--- src/rtl/bist_boot_pkg.sv ---
// Shared state encoding and default timing constants for the BIST boot sequencer.
package bist_boot_pkg;

    typedef enum logic [2:0] {
        ST_IDLE  = 3'd0,
        ST_START = 3'd1,
        ST_RUN   = 3'd2,
        ST_CHECK = 3'd3,
        ST_BOOT  = 3'd4,
        ST_FAIL  = 3'd5
    } state_e;

    localparam int DEF_RESET_WAIT_CYCLES = 4;
    localparam int DEF_START_CYCLES      = 2;
    localparam int DEF_TIMEOUT_CYCLES    = 1000000;
    localparam int DEF_MAX_RETRIES       = 1;

    // One shared counter serves every timed state, so it must hold the largest limit.
    function automatic int cnt_width(input int a, input int b, input int c);
        int w;
        w = $clog2(a + 1);
        if ($clog2(b + 1) > w) w = $clog2(b + 1);
        if ($clog2(c + 1) > w) w = $clog2(c + 1);
        return w;
    endfunction

endpackage

--- src/rtl/bist_timeout_cnt.sv ---
// Saturating cycle counter; done_o flags the limit_i-th counted cycle (limit_i >= 1).
module bist_timeout_cnt #(
    parameter int W = 4
) (
    input  logic         clk_i,
    input  logic         rst_ni,
    input  logic         clr_i,
    input  logic         en_i,
    input  logic [W-1:0] limit_i,
    output logic         done_o
);

    logic [W-1:0] cnt_q;

    always_ff @(posedge clk_i or negedge rst_ni) begin
        if (!rst_ni)                   cnt_q <= '0;
        else if (clr_i)                cnt_q <= '0;
        else if (en_i && cnt_q != '1)  cnt_q <= cnt_q + W'(1);
    end

    assign done_o = (cnt_q >= limit_i - W'(1));

endmodule

--- src/rtl/bist_boot_seq.sv ---
// Boot sequencer: waits after reset, runs BIST with retry/timeout, then releases the core.
module bist_boot_seq
    import bist_boot_pkg::*;
#(
    parameter int RESET_WAIT_CYCLES = DEF_RESET_WAIT_CYCLES,
    parameter int START_CYCLES      = DEF_START_CYCLES,
    parameter int TIMEOUT_CYCLES    = DEF_TIMEOUT_CYCLES,
    parameter int MAX_RETRIES       = DEF_MAX_RETRIES
) (
    input  logic                               clk_i,
    input  logic                               rst_ni,
    input  logic                               bypass_i,
    input  logic                               test_i,
    input  logic                               go_nogo_i,
    output logic                               start_test_o,
    output logic                               core_rst_no,
    output logic                               fetch_enable_o,
    output logic                               pass_o,
    output logic                               fail_o,
    output logic                               timeout_o,
    output logic [2:0]                         state_o,
    output logic [$clog2(MAX_RETRIES+1)-1:0]   retries_o
);

    localparam int CW = cnt_width(RESET_WAIT_CYCLES, START_CYCLES, TIMEOUT_CYCLES);
    localparam int RW = $clog2(MAX_RETRIES + 1);

    state_e          state_q, state_d;
    logic            seen_busy_q, seen_busy_d;
    logic            go_q, go_d;
    logic [RW-1:0]   retries_q, retries_d;
    logic            pass_d, fail_d, timeout_d;
    logic            cnt_en, cnt_clr, cnt_done;
    logic [CW-1:0]   cnt_limit;

    bist_timeout_cnt #(.W(CW)) u_cnt (
        .clk_i   (clk_i),
        .rst_ni  (rst_ni),
        .clr_i   (cnt_clr),
        .en_i    (cnt_en),
        .limit_i (cnt_limit),
        .done_o  (cnt_done)
    );

    always_comb begin
        state_d     = state_q;
        seen_busy_d = seen_busy_q;
        go_d        = go_q;
        retries_d   = retries_q;
        pass_d      = pass_o;
        fail_d      = fail_o;
        timeout_d   = timeout_o;
        cnt_en      = 1'b0;
        cnt_limit   = CW'(RESET_WAIT_CYCLES);
        case (state_q)
            ST_IDLE: begin
                cnt_en = 1'b1;
                if (cnt_done) state_d = bypass_i ? ST_BOOT : ST_START;
            end
            ST_START: begin
                cnt_en    = 1'b1;
                cnt_limit = CW'(START_CYCLES);
                if (cnt_done) state_d = ST_RUN;
            end
            ST_RUN: begin
                cnt_en    = 1'b1;
                cnt_limit = CW'(TIMEOUT_CYCLES);
                if (test_i) seen_busy_d = 1'b1;
                // Timeout wins even if the test finishes on the very same cycle.
                if (cnt_done) begin
                    state_d   = ST_FAIL;
                    timeout_d = 1'b1;
                end else if (!test_i && seen_busy_q) begin
                    state_d = ST_CHECK;
                    go_d    = go_nogo_i;
                end
            end
            ST_CHECK: begin
                if (go_q) begin
                    state_d = ST_BOOT;
                    pass_d  = 1'b1;
                end else if (retries_q < RW'(MAX_RETRIES)) begin
                    state_d     = ST_START;
                    retries_d   = retries_q + RW'(1);
                    seen_busy_d = 1'b0;
                end else begin
                    state_d = ST_FAIL;
                    fail_d  = 1'b1;
                end
            end
            ST_BOOT, ST_FAIL: state_d = state_q;
            default:          state_d = ST_IDLE;
        endcase
        // Every state change restarts the shared counter.
        cnt_clr = (state_d != state_q);
    end

    always_ff @(posedge clk_i or negedge rst_ni) begin
        if (!rst_ni) begin
            state_q        <= ST_IDLE;
            seen_busy_q    <= 1'b0;
            go_q           <= 1'b0;
            retries_q      <= '0;
            start_test_o   <= 1'b0;
            core_rst_no    <= 1'b0;
            fetch_enable_o <= 1'b0;
            pass_o         <= 1'b0;
            fail_o         <= 1'b0;
            timeout_o      <= 1'b0;
        end else begin
            state_q        <= state_d;
            seen_busy_q    <= seen_busy_d;
            go_q           <= go_d;
            retries_q      <= retries_d;
            start_test_o   <= (state_d == ST_START);
            core_rst_no    <= (state_d == ST_BOOT);
            // Fetch trails the core reset release by one cycle.
            fetch_enable_o <= (state_q == ST_BOOT);
            pass_o         <= pass_d;
            fail_o         <= fail_d;
            timeout_o      <= timeout_d;
        end
    end

    assign state_o   = state_q;
    assign retries_o = retries_q;

endmodule

--- config.mk ---
export PLATFORM = sky130hd
export DESIGN_NAME = bist_boot_seq
export DESIGN_NICKNAME = d
export VERILOG_FILES = /design/src/rtl/bist_boot_pkg.sv /design/src/rtl/bist_timeout_cnt.sv /design/src/rtl/bist_boot_seq.sv
export SDC_FILE = /design/constraint.sdc
export NUM_CORES = 1
export LEC_CHECK = 0
export CAP_MARGIN = 25
export CORE_ASPECT_RATIO = 1.75
export CORE_MARGIN = 1.5
export CORE_UTILIZATION = 57
export DETAILED_ROUTE_END_ITERATION = 10
export DONT_BUFFER_PORTS = 1
export GPL_TIMING_DRIVEN = 0
export PLACE_DENSITY = 0.75
export SLEW_MARGIN = 20
export SYNTH_ARGS = -nofsm -noshare
export SYNTH_HDL_FRONTEND = slang
export SYNTH_SLANG_ARGS = --single-unit
export TNS_END_PERCENT = 20
--- constraint.sdc ---
create_clock -name clk_i -period 2.8 [get_ports clk_i]
set_input_delay 0.56 -clock clk_i [delete_from_list [all_inputs] [get_ports clk_i]]
set_output_delay 0.56 -clock clk_i [all_outputs]
set_load 0.02 [all_outputs]
==> impl_metrics.toml <==
[run_status]
status = "finished with violations"
failed_checks = "setup timing"

[die]
core_area_um2 = 3400
dieArea_um2 = 3980
rows = 28
start_util_pct = 60.3
die_h_um = 82.3
num_io_pins = 15
die_x_um = 48.3

[critical_path]
cp-startpoint = "state_o[2]"
cp.arrival_ns = 3.04
reg2reg_depth = 10
worstReg2RegStart = "state_o[2]"
setup.worst_path.start_class = "flip-flop"
cp_max_fo = 5
path_class = "reg -> reg"
endpoint_kind = "flip-flop"
crit-reg2reg-capture = "go_q"
rrSetupSlack_ns = -0.07
worst_ep_required_time_ns = 2.97

[yosys]
netlist_area_um2 = 2050
yosysSeqAreaShare_pct = 39.0
synthDistinctLibCells = 52
syn_inst = 221
ys_async_sr_fraction_pct = 100
ys.flop_type = "dfrtp_1"
yosys_warnings = 0
avgSynthCellArea_um2 = 9.28
synth_edf_count = 0
ys_top_cells_by_area = "dfrtp_1 (39%), ha_1 (8.5%), nor3_1 (4.4%), xnor2_1 (3.4%), nand2_1 (3.3%)"
synth_top_area_share_pct = 39.0
ys_ff_latch = 32
synth_area_leader_cell = "dfrtp_1"

[placed_design]
gp_congestion = 1.06
io_buffers = 0
dp_hpwl_um = 3600
dp_slack_ns = -0.299
place_inst = 267

[power]
switching_share_pct = 40.4
intPower_uw = 1300
irDropWorstVdd_v = 0.000618
clkPwrFrac_pct = 22.0
p_sw_uw = 878
combinationalPowerShare_pct = 42.5
pwr-share-seq_pct = 35.5
p_leak_uw = 0.00103
powerDensity_nw_per_um2 = 893

[timing]
drv_slew = 0
fmax_mhz = 348
hold_viol_final = 0
skew_ns = 0.00618
slew_headroom_pct = 59.6
period_share_pct = 103
setup_slack_ns = -0.0709
rsz0062_at_grt = "true"
period_minus_slack_ns = 2.87
max_slew.worst_pin.slew_ns = 0.590
setup_viol = 1

[clock_tree]
cts_htree_levels = 2
cts-root-buf = "clkbuf_8"
insertion_delay_ns = 0.28
clkSinkCount = 32
cts_tree = "done"
cts_buffer_depth = 2
cts.clk_slew.worst_paths_ns = 0.07
cts_buffers = 5

[drt]
drtIter0Drc = 51
firstDrtPassIters = 4
num_vias = 1849
drc = 0
via_per_inst = 6.51
wl_um = 5070
postRouteAntennaNets = 0
post_drt_wl_per_cell_um = 17.8

[global_routing]
grt_max_degree = 33
grt_pass1_wl_um = 8320
antenna_found_initial = 0
track_usage_pct = 27.5
grt_pass1_vias = 1894
gr-total-overflow = 0

[layout]
area_delta_synth_final_pct = 18.7
stdcell_count = 284
diodes = 0
drive_gt1_share_pct = 20.9
fin_nets = 257

[min_path]
hp-class = "in -> async"

[job]
maxCapViolations = 0
-- layout make-up --
cell class | instances | area [um^2]
buffer | 8 | 48.8
clock buffer | 7 | 96.3
clock inverter | 1 | 30.0
fill | 255 | 965
inverter | 5 | 23.8
multi-input combinational | 177 | 1290
sequential | 32 | 803
tap | 45 | 56.3
timing repair buffer | 9 | 80.1
-- stage by stage --
| stage | setup TNS [ns] | hold slack (ns) | instance area, um^2 | total power [uW] | util, % |
|---|---|---|---|---|---|
| floorplan | 0 | 0.264 | 2090 | 1350 | - |
| global placement | -3.83 | 0.265 | 2140 | 1490 | 63.1 |
| detailed placement | -5.84 | 0.265 | 2140 | 1540 | 63.1 |
| CTS | -0.172 | 0.0986 | 2370 | 2100 | 69.7 |
| global route | -0.424 | 0.108 | 2430 | 2290 | 71.6 |
| finish | -0.0709 | 0.0945 | 2430 | 2170 | 71.6 |
-- registers in the layout (all words and copies together), names as in the netlist --
register and cells:
u_cnt.cnt_q 20, core_rst_no 1, fetch_enable_o 1, fail_o 1, go_q 1, timeout_o 1, state_o 3, retries_o 1
pass_o 1, start_test_o 1, seen_busy_q 1
-- kinds of logic after synthesis --
kind of cell	share of synthesized area [%]
simple gates	23.7
compound gates	19.2
flops	39.0
fa+ha+maj	8.54
buf+inv	2.68
xor+xnor	5.13
mux	1.53
other cells	0.183
-- power groups by stage --
stage	Sequential [uW]	Clock, uW	Combinational [uW]
floorplan	744	0	606
CTS	767	488	847
global route	785	504	998
detailed placement	775	0	764
global placement	771	0	723
finish	772	478	923
-- what timing repair did --
item	CTS	global route
endpoints found under the hold margin	32	0
hold buffers	1	0
gates resized for setup	9	12
pin swaps	2	3
endpoints found under the setup margin	22	22
buffers inserted	7	1
-- worst max-delay path, cell delays in order (launching register included) --
cell	delay, ns
dfrtp_2	0.46
buf_6	0.14
nor2b_4	0.10
and2b_4	0.22
inv_4	0.07
ha_1	0.30
a21oi_2	0.19
nand2_2	0.09
a221o_1	0.35
or4_4	0.50
mux2_1	0.32
-- per-layer routing --
layer	share of wire [%]	wire length (um)	track usage, %
met1	36	1800	26.7
met2	56	2830	52.8
met3	4.9	247	5.22
met4	3.8	191	18.3
met5	0	0	0
-- synthesized netlist by cell type (all sizes together), types with 2 or more instances --
master,instances
or4,4
and2,2
mux2i,2
or3,6
a2111oi,2
dfrtp,32
inv,5
o31ai,2
xor2,4
a21oi,10
nor2b,3
a211oi,8
buf,3
o21ai,13
o211ai,2
nand3,5
clkbuf,5
nor2,14
o2111ai,2
nor3,18
nand2,19
nor4,2
nand2b,2
a31oi,2
xnor2,8
a21o,4
o2111a,2
ha,14
and4,2
nand4,8
or2,2
-- placed cells by master (no fill, tap or decap), types with 3 or more instances in the layout --
| cell | Yosys | routed |
|---|---|---|
| dfrtp_1 | 32 | 30 |
| nand2_1 | 18 | 18 |
| nor3_1 | 18 | 18 |
| nor2_1 | 14 | 13 |
| o21ai_0 | 13 | 12 |
| ha_1 | 14 | 10 |
| a21oi_1 | 10 | 9 |
| nand4_1 | 8 | 8 |
| a211oi_1 | 8 | 8 |
| xnor2_1 | 8 | 8 |
| buf_4 | 1 | 8 |
| clkbuf_8 | 0 | 7 |
| or3_1 | 6 | 6 |
| nand3_1 | 5 | 5 |
| a21o_1 | 4 | 4 |
| xor2_1 | 4 | 4 |
| clkbuf_1 | 5 | 3 |
| ha_4 | 0 | 3 |
-- worst max path at each step --
stage	to	slack, ns	cells past startpoint
floorplan	start_test_o	0.02	10
global placement	go_q	-0.24	10
detailed placement	go_q	-0.30	10
CTS	go_q	-0.06	10
global route	go_q	-0.17	10
finish	go_q	-0.07	10
No activity file was read; power rests on OpenSTA's default activity.
